**src/rtl/gray_encoder_tx.sv**
```systemverilog
// gray_encoder_tx: accepts a 4-bit binary word, converts it to Gray code and
// sends it as a framed serial word: start bit (low), four data bits MSB-first,
// stop bit (high). Every bit lasts BIT_CYCLES clocks. Words above LIMIT are
// rejected with a one-cycle error pulse.
module gray_encoder_tx #(
  parameter int unsigned BIT_CYCLES = 4,
  parameter int unsigned LIMIT      = 9
) (
  input  logic       clk,
  input  logic       rst,
  input  logic [3:0] binary_code,
  input  logic       valid_in,
  output logic       ready_out,
  output logic [3:0] gray_code,
  output logic       serial_out,
  output logic       frame_out,
  output logic       done,
  output logic       error
);

  typedef enum logic [1:0] {
    IDLE  = 2'd0,
    START = 2'd1,
    DATA  = 2'd2,
    STOP  = 2'd3
  } state_t;

  state_t     state;
  state_t     state_next;
  logic [7:0] cnt;
  logic [1:0] bit_idx;
  logic       accept;
  logic       in_range;
  logic       bit_end;

  // Handshake, range check and end-of-bit-period detection
  always_comb begin
    ready_out = (state == IDLE) && !rst;
    accept    = valid_in && ready_out;
    in_range  = (32'(binary_code) <= LIMIT);
    bit_end   = (cnt == 8'(BIT_CYCLES - 1));
  end

  // State register plus bit-period counter and data bit index
  always_ff @(posedge clk) begin
    if (rst) begin
      state   <= IDLE;
      cnt     <= '0;
      bit_idx <= '0;
    end else begin
      state <= state_next;
      if (state_next != state) begin
        // both counters restart on every state change
        cnt     <= '0;
        bit_idx <= '0;
      end else if (state != IDLE) begin
        if (bit_end) begin
          cnt     <= '0;
          bit_idx <= bit_idx + 2'd1;
        end else begin
          cnt <= cnt + 8'd1;
        end
      end
    end
  end

  // Next-state logic
  always_comb begin
    state_next = state;
    case (state)
      IDLE:  if (accept && in_range)          state_next = START;
      START: if (bit_end)                     state_next = DATA;
      DATA:  if (bit_end && bit_idx == 2'd3)  state_next = STOP;
      STOP:  if (bit_end)                     state_next = IDLE;
      default:                                state_next = IDLE;
    endcase
  end

  // Registered Gray word and one-cycle done/error pulses
  always_ff @(posedge clk) begin
    if (rst) begin
      gray_code <= '0;
      done      <= 1'b0;
      error     <= 1'b0;
    end else begin
      done  <= (state == STOP) && (state_next == IDLE);
      error <= accept && !in_range;
      if (accept && in_range) begin
        gray_code <= binary_code ^ (binary_code >> 1);
      end
    end
  end

  // Serial line and frame indicator decoded from the current state
  always_comb begin
    serial_out = 1'b1;
    frame_out  = 1'b0;
    case (state)
      IDLE:  begin serial_out = 1'b1; frame_out = 1'b0; end
      START: begin serial_out = 1'b0; frame_out = 1'b0; end
      DATA:  begin serial_out = gray_code[2'd3 - bit_idx]; frame_out = 1'b1; end
      STOP:  begin serial_out = 1'b1; frame_out = 1'b0; end
      default: begin serial_out = 1'b1; frame_out = 1'b0; end
    endcase
  end

endmodule
```
**config.mk**
```make
export PLATFORM = sky130hd
export DESIGN_NAME = gray_encoder_tx
export DESIGN_NICKNAME = d
export VERILOG_FILES = /design/src/rtl/gray_encoder_tx.sv
export SDC_FILE = /design/constraint.sdc
export NUM_CORES = 1
export LEC_CHECK = 0
export BUFFER_PORTS_ARGS = -buffer_cell sky130_fd_sc_hd__clkbuf_2
export CORE_MARGIN = 10
export CORE_UTILIZATION = 55
export DETAILED_ROUTE_END_ITERATION = 8
export PLACE_DENSITY = 0.75
export SLEW_MARGIN = 20
export SYNTH_ARGS = -nofsm -noshare
export SYNTH_HDL_FRONTEND = slang
export SYNTH_SLANG_ARGS = --single-unit
```
**constraint.sdc**
```tcl
create_clock -name clk -period 6.2 [get_ports clk]
set_input_delay 0.93 -clock clk [delete_from_list [all_inputs] [get_ports clk]]
set_output_delay 0.93 -clock clk [all_outputs]
set_load 0.01 [all_outputs]
```
[Word level (Yosys, flattened, before mapping)]
Cells that the tools add are included.
Cells by class
  add/sub/neg operators: 3
  $lt $le $gt $ge: 2
  equality and inequality tests: 6
  multiplexer cells: 10
  bitwise operators: 1
  reduce and logical (&&, ||, !) cells: 15
Operator list (count)
  8-bit by 1-bit adder with 8-bit output (second input constant): 1
  8-bit by 2-bit == test with 1-bit output (second input constant): 1
  2-bit two-way mux: 4
  8-bit two-way mux: 1
  2-bit one-hot mux with 4 select lines: 1
  2-bit == test (second input constant): 3
  1-bit logical AND: 6
  4-bit less-or-equal comparator (second input constant): 1
  2-bit zero test: 2
  2-bit OR reduction: 2
  4-bit by 3-bit bitwise XOR with 4-bit output: 1
  2-bit by 3-bit < comparator with 1-bit output (second input constant): 1
  1-bit one-hot mux with 3 select lines: 1
  3-bit OR reduction: 1
  2-bit by 1-bit adder with 2-bit output (second input constant): 1
  1-bit binary-select mux with 2-bit select: 1
  2-bit by 1-bit == test with 1-bit output (second input constant): 1
  1-bit zero test: 2
  2-bit != test: 1
  1-bit one-hot mux with 2 select lines: 1
  2-bit AND reduction: 1
  2-bit nonzero test: 1
  2-bit subtractor (first input constant): 1
  1-bit two-way mux: 1
Storage, ports and cells
  bits in registers: 18
  bits of input ports: 7
  output and inout port bits: 9
  word-level logic and storage cells: 43

[Logic depth before layout (Yosys ltp)]
Gate-level depths: netlist (run 1).
  depth in word-level cells: 8
  depth in mapped cells: 9

[Least setup slack after synthesis (run 1)]
No wires, ideal clock.
  kind: input to register
  start point: input binary_code[2]
  end point: register bit_idx[0]
  setup time: 0.140 ns
  arrival: 2.350 ns
  data required time: 6.060 ns
  path slack: 3.709 ns
  cell stages on the path: 7
  path buffers: 0
  cell sequence: inv_1 > ha_1 > nor2b_1 > o21ai_0 > nand2_1 > a2111oi_4 > nor3_1
On the way
  cells in the longest elaborated chain, start to end: 6
Ends and longest elaborated chain
  start: declaration: line 11  | input logic [3:0] binary_code,
  4-bit less-or-equal comparator: line 40  | in_range = (32'(binary_code) <= LIMIT);
  1-bit logical AND: line 71  | IDLE: if (accept && in_range) state_next = START;
  2-bit two-way mux: line 71
  2-bit one-hot mux with 4 select lines: line 70  | case (state)
  2-bit != test: line 52  | if (state_next != state) begin
  2-bit OR reduction (no source line)
  end signal: assignment: line 59  | bit_idx <= bit_idx + 2'd1;
  end: declaration: line 31  | logic [1:0] bit_idx;
No other way between the ends.
A chain may end at the register's enable or synchronous reset.

[Worst setup path after layout (run 1)]
Ends and elaborated chain as after synthesis.

==> key figures, run 1 <==
Setup path
  • CP max stage delay: 0.68 ns
  • Startpoint Class: input pin
  • Crit path max-delay cell type: a2111oi_4
  • CP delay by family, top: compound AO/OA/AOI/OAI gates
  • Crit path kind: input pin to flip-flop
  • Crit. End Element: flip-flop
  • CP required: 6.36 ns
  • Critical path cell sequence: clkbuf_2 > inv_1 > ha_1 > nor2b_1 > o21ai_0 > nand2_1 > a2111oi_4 > nor3_1
  • Crit path DAT: 2.73 ns
  • Critical path buffer and inverter count: 2
  • Crit-path max FO: 10
  • R2R Setup Slk: 3.70 ns

Clock network
  • CTS clk-pin slew, worst paths: 0.10 ns
  • CTS tree: built
  • Postcts setup bufs: 0
  • H-tree depth: 1
  • Total CTS buffers: 3
  • Hold-fix buffers, CTS: 0
  • Root buf cell: clkbuf_4
  • Post-CTS Resized: 0
  • Bufs on Longest Clock Path: 2
  • Number of clock sinks: 18
  • Worst skew pair latency: 0.29 ns

Die
  • Die Width: 64.9 um
  • Cell row count: 16
  • Core ar.: 1940 sq um
  • Die H: 64.9 um
  • Die area: 4210 sq um
  • I/O Pins: 16
  • Initial core utilization: 0.570

Global route
  • Pin count of the biggest net entering global routing: 11
  • Vias in the first global route: 834
  • Most used routing layer: met2
  • Initial antenna violation count: 0
  • Global-route wire length before repair: 3720 um
  • Overflow after GRT: 0
  • Global Route Usage Sum: 0.108
  • GRT met1 Usage: 0.133
  • Met2 usage: 0.164
  • GR Layer Usage met3: 0.0395

Drt
  • DRC viols: 0
  • DR iter-0 viols: 49
  • Antenna-violating nets left: 0
  • Vias: 875
  • Drt pass-1 iters: 4
  • DR WL/cell: 13.6 um
  • Final wirelength: 2150 um
  • Vias per cell: 5.54

Synthesis
  • Count leader, synth: dfxtp_1
  • Cell count after synthesis: 117
  • Seq cells post-synth: 18
  • Syn Nets: 135
  • Post-Syn Area: 1110 sq um
  • Commonest cells post-synth: dfxtp_1, ha_1, nor3_1
  • Distinct cell type count after synthesis: 37
  • Async set-reset flop share out of synthesis: 0
  • Synth Warn #: 0
  • Post-synth EDFFs: 0
  • Post-synth top area share: 0.325
  • Post-synthesis average cell area: 9.46 sq um
  • Synth area leaders: dfxtp_1, ha_1, nor3_1
  • Primary FF master, synth: dfxtp_1
  • Seq/Total Area, Yosys: 0.325
  • Largest area contributor in the netlist: dfxtp_1

Power and ir drop
  • Sw frac: 0.374
  • Reg power frac: 0.434
  • Maximum vdd drop: 0.193 mV
  • Pwr Total: 0.308 mW
  • Logic gate share of total power: 0.383
  • Pwr per Cell Area: 253 nW/um^2
  • P_leak: 0.489 nW
  • Pint: 0.193 mW
  • Sw power: 0.115 mW
  • Clock share of power: 0.183

Placement
  • Cell Area, Placed: 1200 sq um
  • DP HPWL: 1690 um
  • IO buf count: 15
  • Final RePlAce weighted congestion: 0.914
  • Pre-CTS setup slack: 3.28 ns

Layout
  • Net count, final: 151
  • # fillers: 179
  • Sequential cell area: 360 sq um
  • Layout Area Growth over Synthesis: 10.2%
  • Multi-input logic area: 706 sq um
  • Layout cells sized above 1: 0.214
  • ANT cells: 0
  • Fin area: 1220 sq um

Worst hold path
  • Min-Delay Path Class: flip-flop to flip-flop

Timing
  • RSZ-0062 raised after global routing: no
  • Fmax: 388 MHz
  • Worst setup margin: 3.62 ns
  • Setup TNS: 0 ns
  • Hold Violations, Final: 0
  • Measured slew at the worst slew-check pin: 0.618 ns
  • Worst rel slew slack: 0.588
  • Worst Skew: 0.00260 ns
  • Slew Viols, Final: 0
  • Fin crit period: 2.58 ns
  • Final setup vio count: 0
  • Crit share post-route: 0.415
  • WHS: 0.481 ns

Outcome
  • Status: completed

Job
  • Max Cap Violations: 0
-- path summary, 6_finish.rpt --
kind	start	to	cells past startpoint
worst min register to register	gray_code[0]$_SDFFE_PP0P_	gray_code[0]$_SDFFE_PP0P_	2
worst min-delay path	gray_code[0]$_SDFFE_PP0P_	gray_code[0]$_SDFFE_PP0P_	2
worst max-delay path	binary_code[2]	bit_idx[0]$_SDFFE_PP0P_	8
worst max register to register	cnt[0]$_SDFFE_PP0P_	bit_idx[0]$_SDFFE_PP0P_	6
-- metrics by stage --
step            util  cells
2_1_floorplan      -    117
3_3_place_gp   0.617    155
3_5_place_dp   0.617    155
4_1_cts        0.628    158
5_1_grt        0.628    158
6_report       0.628    158
-- kinds of logic (layout without fill, tap and decap cells) --
| group | Yosys count | count (layout) | synth area share |
|---|---|---|---|
| compound gates | 20 | 20 | 0.166 |
| xor+xnor | 7 | 7 | 0.0554 |
| fa+ha+maj | 11 | 11 | 0.124 |
| buf+inv | 10 | 24 | 0.0373 |
| flops | 18 | 18 | 0.325 |
| mux | 3 | 3 | 0.0384 |
| simple gates | 48 | 48 | 0.253 |
-- final cells by class --
type / instances / share of cell area
clock buffers: 3 / 0.0185
flip-flops and latches: 18 / 0.295
well taps: 27 / 0.0277
repair buffers: 15 / 0.0615
multi-input cells: 89 / 0.578
inverters: 6 / 0.0185
-- registers in the layout, indices dropped and copies added, names as in the netlist --
signal	cells
bit_idx	2
cnt	8
done	1
error	1
gray_code	4
state	2
-- power groups by stage --
stage / logic (mW) / registers, mW / clock network, mW
2_1_floorplan: 0.0918 / 0.135 / 0
3_3_place_gp: 0.116 / 0.136 / 0
3_5_place_dp: 0.118 / 0.137 / 0
4_1_cts: 0.118 / 0.134 / 0.0587
5_1_grt: 0.132 / 0.135 / 0.0627
6_report: 0.118 / 0.134 / 0.0563
-- placed cells by master, fill, tap and decap left out, drive strengths merged, types with 2 or more instances in the layout --
cell type,instances
and3,2
nor2b,5
nor3,11
mux2i,2
inv,6
o21ai,2
dfxtp,18
and2,2
ha,11
a21oi,7
clkbuf,18
xor2,5
nor2,9
nand2,9
xnor2,2
a211oi,3
nand4,2
-- routing by layer --
| metal | wire [um] | share of wire | up-vias |
|---|---|---|---|
| li1 | - | - | 446 |
| met1 | 1040 | 0.48 | 414 |
| met2 | 982 | 0.46 | 11 |
| met3 | 96 | 0.045 | 4 |
| met4 | 32 | 0.015 | 0 |
| met5 | 0 | 0 | - |
-- worst reg2reg max path, cell delays in order, from the launching register on --
cell       delay (ns)
dfxtp_1          0.43
ha_1             0.25
or4b_4           0.51
nor4_4           0.35
a21oi_2          0.15
a2111oi_4        0.58
nor3_1           0.11
Power figures use the tool's default switching activity.
==> inputs of run 2 (changes only) <==
Settings changed: CORE_UTILIZATION 55 to 50, PLACE_DENSITY 0.75 to 0.72.
Clock period 6.2 ns to 2.3 ns, I/O delays scaled along.
==> run 2 against run 1 <==
Sequential share of layout area down 2.7 points; count of clock-buffer cells in the layout up 1; highest routed layer unchanged; flip-flop and latch count unchanged; clock power rose to 3.5 times the previous value; cell area up 11%; register-to-register slack worse by 3.6 ns; hold slack worse by 0.18 ns.
==> key figures, run 2 (synthesis results as in run 1) <==
Placement
  • Final RePlAce weighted congestion: 0.825
  • Dpl cells: 163
  • IO buf count: 15
  • DP HPWL: 1890 um
  • Pre-CTS setup slack: 0.0489 ns

Layout
  • Finished Layout Cells: 168
  • Most frequent cells in the layout: dfxtp_1, clkbuf_2, nor3_1
  • Fin util: 0.665
  • Layout cells sized above 1: 0.326
  • Top flop regs: cnt x8, gray_code x4
  • Max reg flops: 8
  • Reg with most FFs: cnt
  • Net count, final: 160
  • ANT cells: 0
  • Layout Area Growth over Synthesis: 22.6%

Global route
  • Vias in the first global route: 930
  • Overflow after GRT: 0
  • Global-route wire length before repair: 4000 um
  • Initial antenna violation count: 0
  • Global Route Usage Sum: 0.113
  • Pin count of the biggest net entering global routing: 11

Die
  • Initial core utilization: 0.542
  • Die Width: 67.1 um
  • Cell row count: 16
  • Core ar.: 2040 sq um
  • Die H: 67.1 um
  • Die area: 4500 sq um
  • I/O Pins: 16

Outcome
  • Status: completed

Timing
  • Worst rel slew slack: 0.646
  • Worst setup margin: 0.0669 ns
  • Worst Skew: 0.00441 ns
  • Fmax: 448 MHz
  • Final setup vio count: 0
  • Crit share post-route: 0.971
  • Measured slew at the worst slew-check pin: 0.531 ns
  • Slew Viols, Final: 0
  • Fin crit period: 2.23 ns
  • Hold Violations, Final: 0

Clock network
  • Total CTS buffers: 3
  • Hold-fix buffers, CTS: 0
  • H-tree depth: 1
  • CTS clk-pin slew, worst paths: 0.10 ns
  • Postcts setup bufs: 0
  • Worst skew pair latency: 0.30 ns
  • Number of clock sinks: 18
  • CTS tree: built
  • Bufs on Longest Clock Path: 2
  • Root buf cell: clkbuf_4

Drt
  • Drt pass-1 iters: 4
  • Vias: 951
  • Antenna-violating nets left: 0
  • Vias per cell: 5.66
  • DRC viols: 0
  • Final wirelength: 2660 um
  • DR WL/cell: 15.8 um
  • DR iter-0 viols: 51

Setup path
  • Crit-path max FO: 5
  • Startpoint Class: flip-flop
  • Crit path kind: flip-flop to flip-flop
  • Crit path DAT: 2.41 ns
  • CP required: 2.48 ns
  • Crit. End Element: flip-flop

Power and ir drop
  • Pwr per Cell Area: 713 nW/um^2
  • P_leak: 0.541 nW
  • Pwr Total: 0.968 mW
  • Maximum vdd drop: 0.469 mV

Worst hold path
  • Min-Delay Path Class: input pin to flip-flop

Job
  • Max Cap Violations: 0
-- run 2: cell count changes in the layout (fill, tap and decap cells not counted), sizes merged --
cell	previous run	this run
clkinvlp	0	1
clkbuf	18	19
o2111ai	1	2
inv	6	5
buf	0	8
-- run 2: through the flow --
stage / instance area [sq um] / hold slack, ns / setup TNS, ns
CTS: 1290 / 0.302 / 0
global route: 1360 / 0.312 / -0.0829
global placement: 1260 / 0.458 / 0
detailed placement: 1260 / 0.477 / 0
floorplan: 1110 / 0.481 / 0
finish: 1360 / 0.306 / 0
-- run 2: critical path, cell delays in order, from the launching register on --
cell and delay (ns):
dfxtp_2 0.35, ha_2 0.20, or4b_4 0.49, or4_4 0.47
a211o_4 0.38, o2111ai_4 0.13, nor3_1 0.11
-- run 2: what timing repair did --
| action | in CTS | in global routing |
|---|---|---|
| endpoints found under the hold margin | 0 | 0 |
| resized for setup | 0 | 11 |
| endpoints found under the setup margin | 0 | 10 |
-- run 2: routing by layer --
metal | vias to the layer above | part of all wire | wire length (um) | global-route usage
li1 | 476 | - | - | -
met1 | 446 | 0.44 | 1160 | 0.125
met2 | 23 | 0.48 | 1270 | 0.191
met3 | 6 | 0.060 | 160 | 0.0485
met4 | 0 | 0.021 | 57 | 0.0385
met5 | - | 0 | 0 | 0
-- run 2: cell type report --
class / instances / area [sq um]
Multi-Input combinational cell: 90 / 762
Fill cell: 179 / 684
Sequential cell: 18 / 364
Timing Repair Buffer: 23 / 135
Clock buffer: 4 / 36.3
Tap cell: 27 / 33.8
Inverter: 6 / 26.3
-- run 2: worst paths after layout --
check / from / slack, ns / cells past startpoint / end
min reg2reg: gray_code[0]$_SDFFE_PP0P_ / 0.49 / 2 / gray_code[0]$_SDFFE_PP0P_
max reg2reg: cnt[0]$_SDFFE_PP0P_ / 0.07 / 6 / cnt[0]$_SDFFE_PP0P_
min: binary_code[3] / 0.31 / 3 / gray_code[3]$_SDFFE_PP0P_
max: cnt[0]$_SDFFE_PP0P_ / 0.07 / 6 / cnt[0]$_SDFFE_PP0P_
-- run 2: power by group --
group	switching [mW]	internal [mW]	total [mW]
registers	0.0268	0.336	0.362
logic	0.239	0.167	0.407
clock network	0.103	0.0966	0.199
==> inputs of run 3 (changes only) <==
Settings changed: CORE_UTILIZATION 50 to 52, CTS_BUF_LIST set to sky130_fd_sc_hd__clkbuf_4 sky130_fd_sc_hd__clkbuf_8, GPL_ROUTABILITY_DRIVEN set to 1, PLACE_DENSITY 0.72 to 0.74.
==> run 3 against run 2 <==
Routed wire length is 3.5% lower; sequential power about the same; first-iteration DRC count increased by 7.8%; critical path type unchanged; critical endpoint is now bit_idx[0]$_SDFFE_PP0P_; largest power group unchanged.
==> key figures, run 3 (synthesis results as in run 1) <==
Die
  • Initial core utilization: 0.553
  • Cell row count: 16
  • Die area: 4380 sq um
  • Die H: 66.1 um
  • Core ar.: 2000 sq um
  • I/O Pins: 16
  • Die Width: 66.1 um

Layout
  • Net count, final: 160
  • Sequential cell area: 363 sq um
  • Reg with most FFs: cnt
  • Top flop regs: cnt x8, gray_code x4
  • Multi-input logic area: 769 sq um
  • Layout Area Growth over Synthesis: 23.1%
  • Layout cells sized above 1: 0.326
  • Fin area: 1360 sq um
  • Max reg flops: 8
  • # fillers: 179
  • ANT cells: 0
  • Commonest non-fill, non-tap cell in the layout: dfxtp_1
  • Most frequent cells in the layout: dfxtp_1, clkbuf_2, nor3_1
  • Finished Layout Cells: 168

Placement
  • Final RePlAce weighted congestion: 0.874
  • DP HPWL: 1870 um
  • IO buf count: 15
  • Cell Area, Placed: 1260 sq um
  • Dpl cells: 163

Timing
  • Measured slew at the worst slew-check pin: 0.418 ns
  • Slew Viols, Final: 0
  • Worst Skew: 0.000924 ns
  • Fin crit period: 2.22 ns
  • Fmax: 451 MHz
  • Final setup vio count: 0
  • Crit share post-route: 0.963
  • Worst rel slew slack: 0.719
  • Hold Violations, Final: 0

Drt
  • Drt pass-1 iters: 4
  • Vias per cell: 5.50
  • DRC viols: 0
  • DR WL/cell: 15.3 um
  • Vias: 924
  • Antenna-violating nets left: 0
  • DR iter-0 viols: 55
  • Final wirelength: 2560 um

Power and ir drop
  • Maximum vdd drop: 0.574 mV
  • P_leak: 0.545 nW
  • Pwr per Cell Area: 712 nW/um^2
  • Clock share of power: 0.208
  • Sw frac: 0.382
  • Reg power frac: 0.371
  • Pint: 0.600 mW
  • Logic gate share of total power: 0.421
  • Sw power: 0.371 mW

Global route
  • Overflow after GRT: 0
  • Global-route wire length before repair: 3980 um
  • Pin count of the biggest net entering global routing: 11
  • Global Route Usage Sum: 0.118
  • Vias in the first global route: 915
  • Initial antenna violation count: 0

Setup path
  • CP required: 2.50 ns
  • Crit path max-delay cell type: or4b_4
  • Crit path DAT: 2.42 ns
  • Startpoint Class: flip-flop
  • CP delay by family, top: simple AND/OR/NAND/NOR gates
  • CP max stage delay: 0.49 ns
  • Crit-path max FO: 5
  • Crit path kind: flip-flop to flip-flop
  • Crit. End Element: flip-flop
  • Critical path cell sequence: ha_2 > or4b_4 > or4_4 > a211o_4 > o2111ai_4 > nor3_1
  • Worst-case reg-to-reg path depth: 6
  • Total stage count of the critical path: 6
  • Critical path buffer and inverter count: 0

Clock network
  • Root buf cell: clkbuf_4
  • H-tree depth: 1
  • CTS tree: built
  • Hold-fix buffers, CTS: 0
  • Worst skew pair latency: 0.31 ns
  • Total CTS buffers: 3
  • Bufs on Longest Clock Path: 2
  • Number of clock sinks: 18
  • Postcts setup bufs: 0
  • CTS clk-pin slew, worst paths: 0.10 ns

Worst hold path
  • Hold depth: 3
  • Min-Delay Path Class: input pin to flip-flop

Job
  • Max Cap Violations: 0

Outcome
  • Status: completed
[run 3: cell count changes in the layout (fill, tap and decap cells not counted), sizes merged]
cell,before,now
clkinvlp,1,0
inv,5,6
[run 3: worst reg2reg max path, cell delays in order, from the launching register on]
cell	delay, ns
dfxtp_2	0.35
ha_2	0.19
or4b_4	0.49
or4_4	0.47
a211o_4	0.37
o2111ai_4	0.13
nor3_1	0.10
[run 3: metrics by stage]
| stage | TNS, ns | utilization | worst slack, ns | hold slack [ns] | total power, mW |
|---|---|---|---|---|---|
| 6_report | 0 | 0.681 | 0.0849 | 0.290 | 0.971 |
| 5_1_grt | -0.0112 | 0.681 | -0.00723 | 0.299 | 1.02 |
| 4_1_cts | 0 | 0.646 | 0.0113 | 0.286 | 0.936 |
| 3_5_place_dp | 0 | 0.628 | 0.0262 | 0.466 | 0.731 |
| 3_3_place_gp | 0 | 0.628 | 0.122 | 0.460 | 0.722 |
| 2_1_floorplan | 0 | - | 0.0211 | 0.481 | 0.613 |
[run 3: what timing repair did]
| item | in CTS | in global routing |
|---|---|---|
| endpoints found under the setup margin | 0 | 10 |
| endpoints found under the hold margin | 0 | 0 |
| resized for setup | 0 | 12 |
[run 3: routing by layer]
metal | up-vias | global-route usage | routed length [um]
met5 | - | 0 | 0
met4 | 0 | 0.0550 | 72
met3 | 7 | 0.0458 | 160
met2 | 21 | 0.194 | 1150
met1 | 421 | 0.130 | 1180
li1 | 475 | - | -
[run 3: path summary, 6_finish.rpt]
kind | from | end | slack [ns]
setup / recovery | cnt[1]$_SDFFE_PP0P_ | bit_idx[0]$_SDFFE_PP0P_ | 0.08
hold / removal | binary_code[3] | gray_code[3]$_SDFFE_PP0P_ | 0.29
setup reg to reg | cnt[1]$_SDFFE_PP0P_ | bit_idx[0]$_SDFFE_PP0P_ | 0.08
hold reg to reg | gray_code[3]$_SDFFE_PP0P_ | gray_code[3]$_SDFFE_PP0P_ | 0.48
[run 3: layout make-up]
type                    instances  share of cell area
repair buffers                 23              0.0992
inverters                       6              0.0184
clock buffers                   4              0.0266
well taps                      27              0.0248
multi-input cells              90               0.565
flip-flops and latches         18               0.266
[run 3: power by group through the flow]
stage	Sequential, mW	Combinational, mW	Clock (mW)
6_report	0.360	0.409	0.202
2_1_floorplan	0.365	0.247	0
3_3_place_gp	0.360	0.363	0
5_1_grt	0.363	0.442	0.216
3_5_place_dp	0.362	0.369	0
4_1_cts	0.355	0.373	0.208
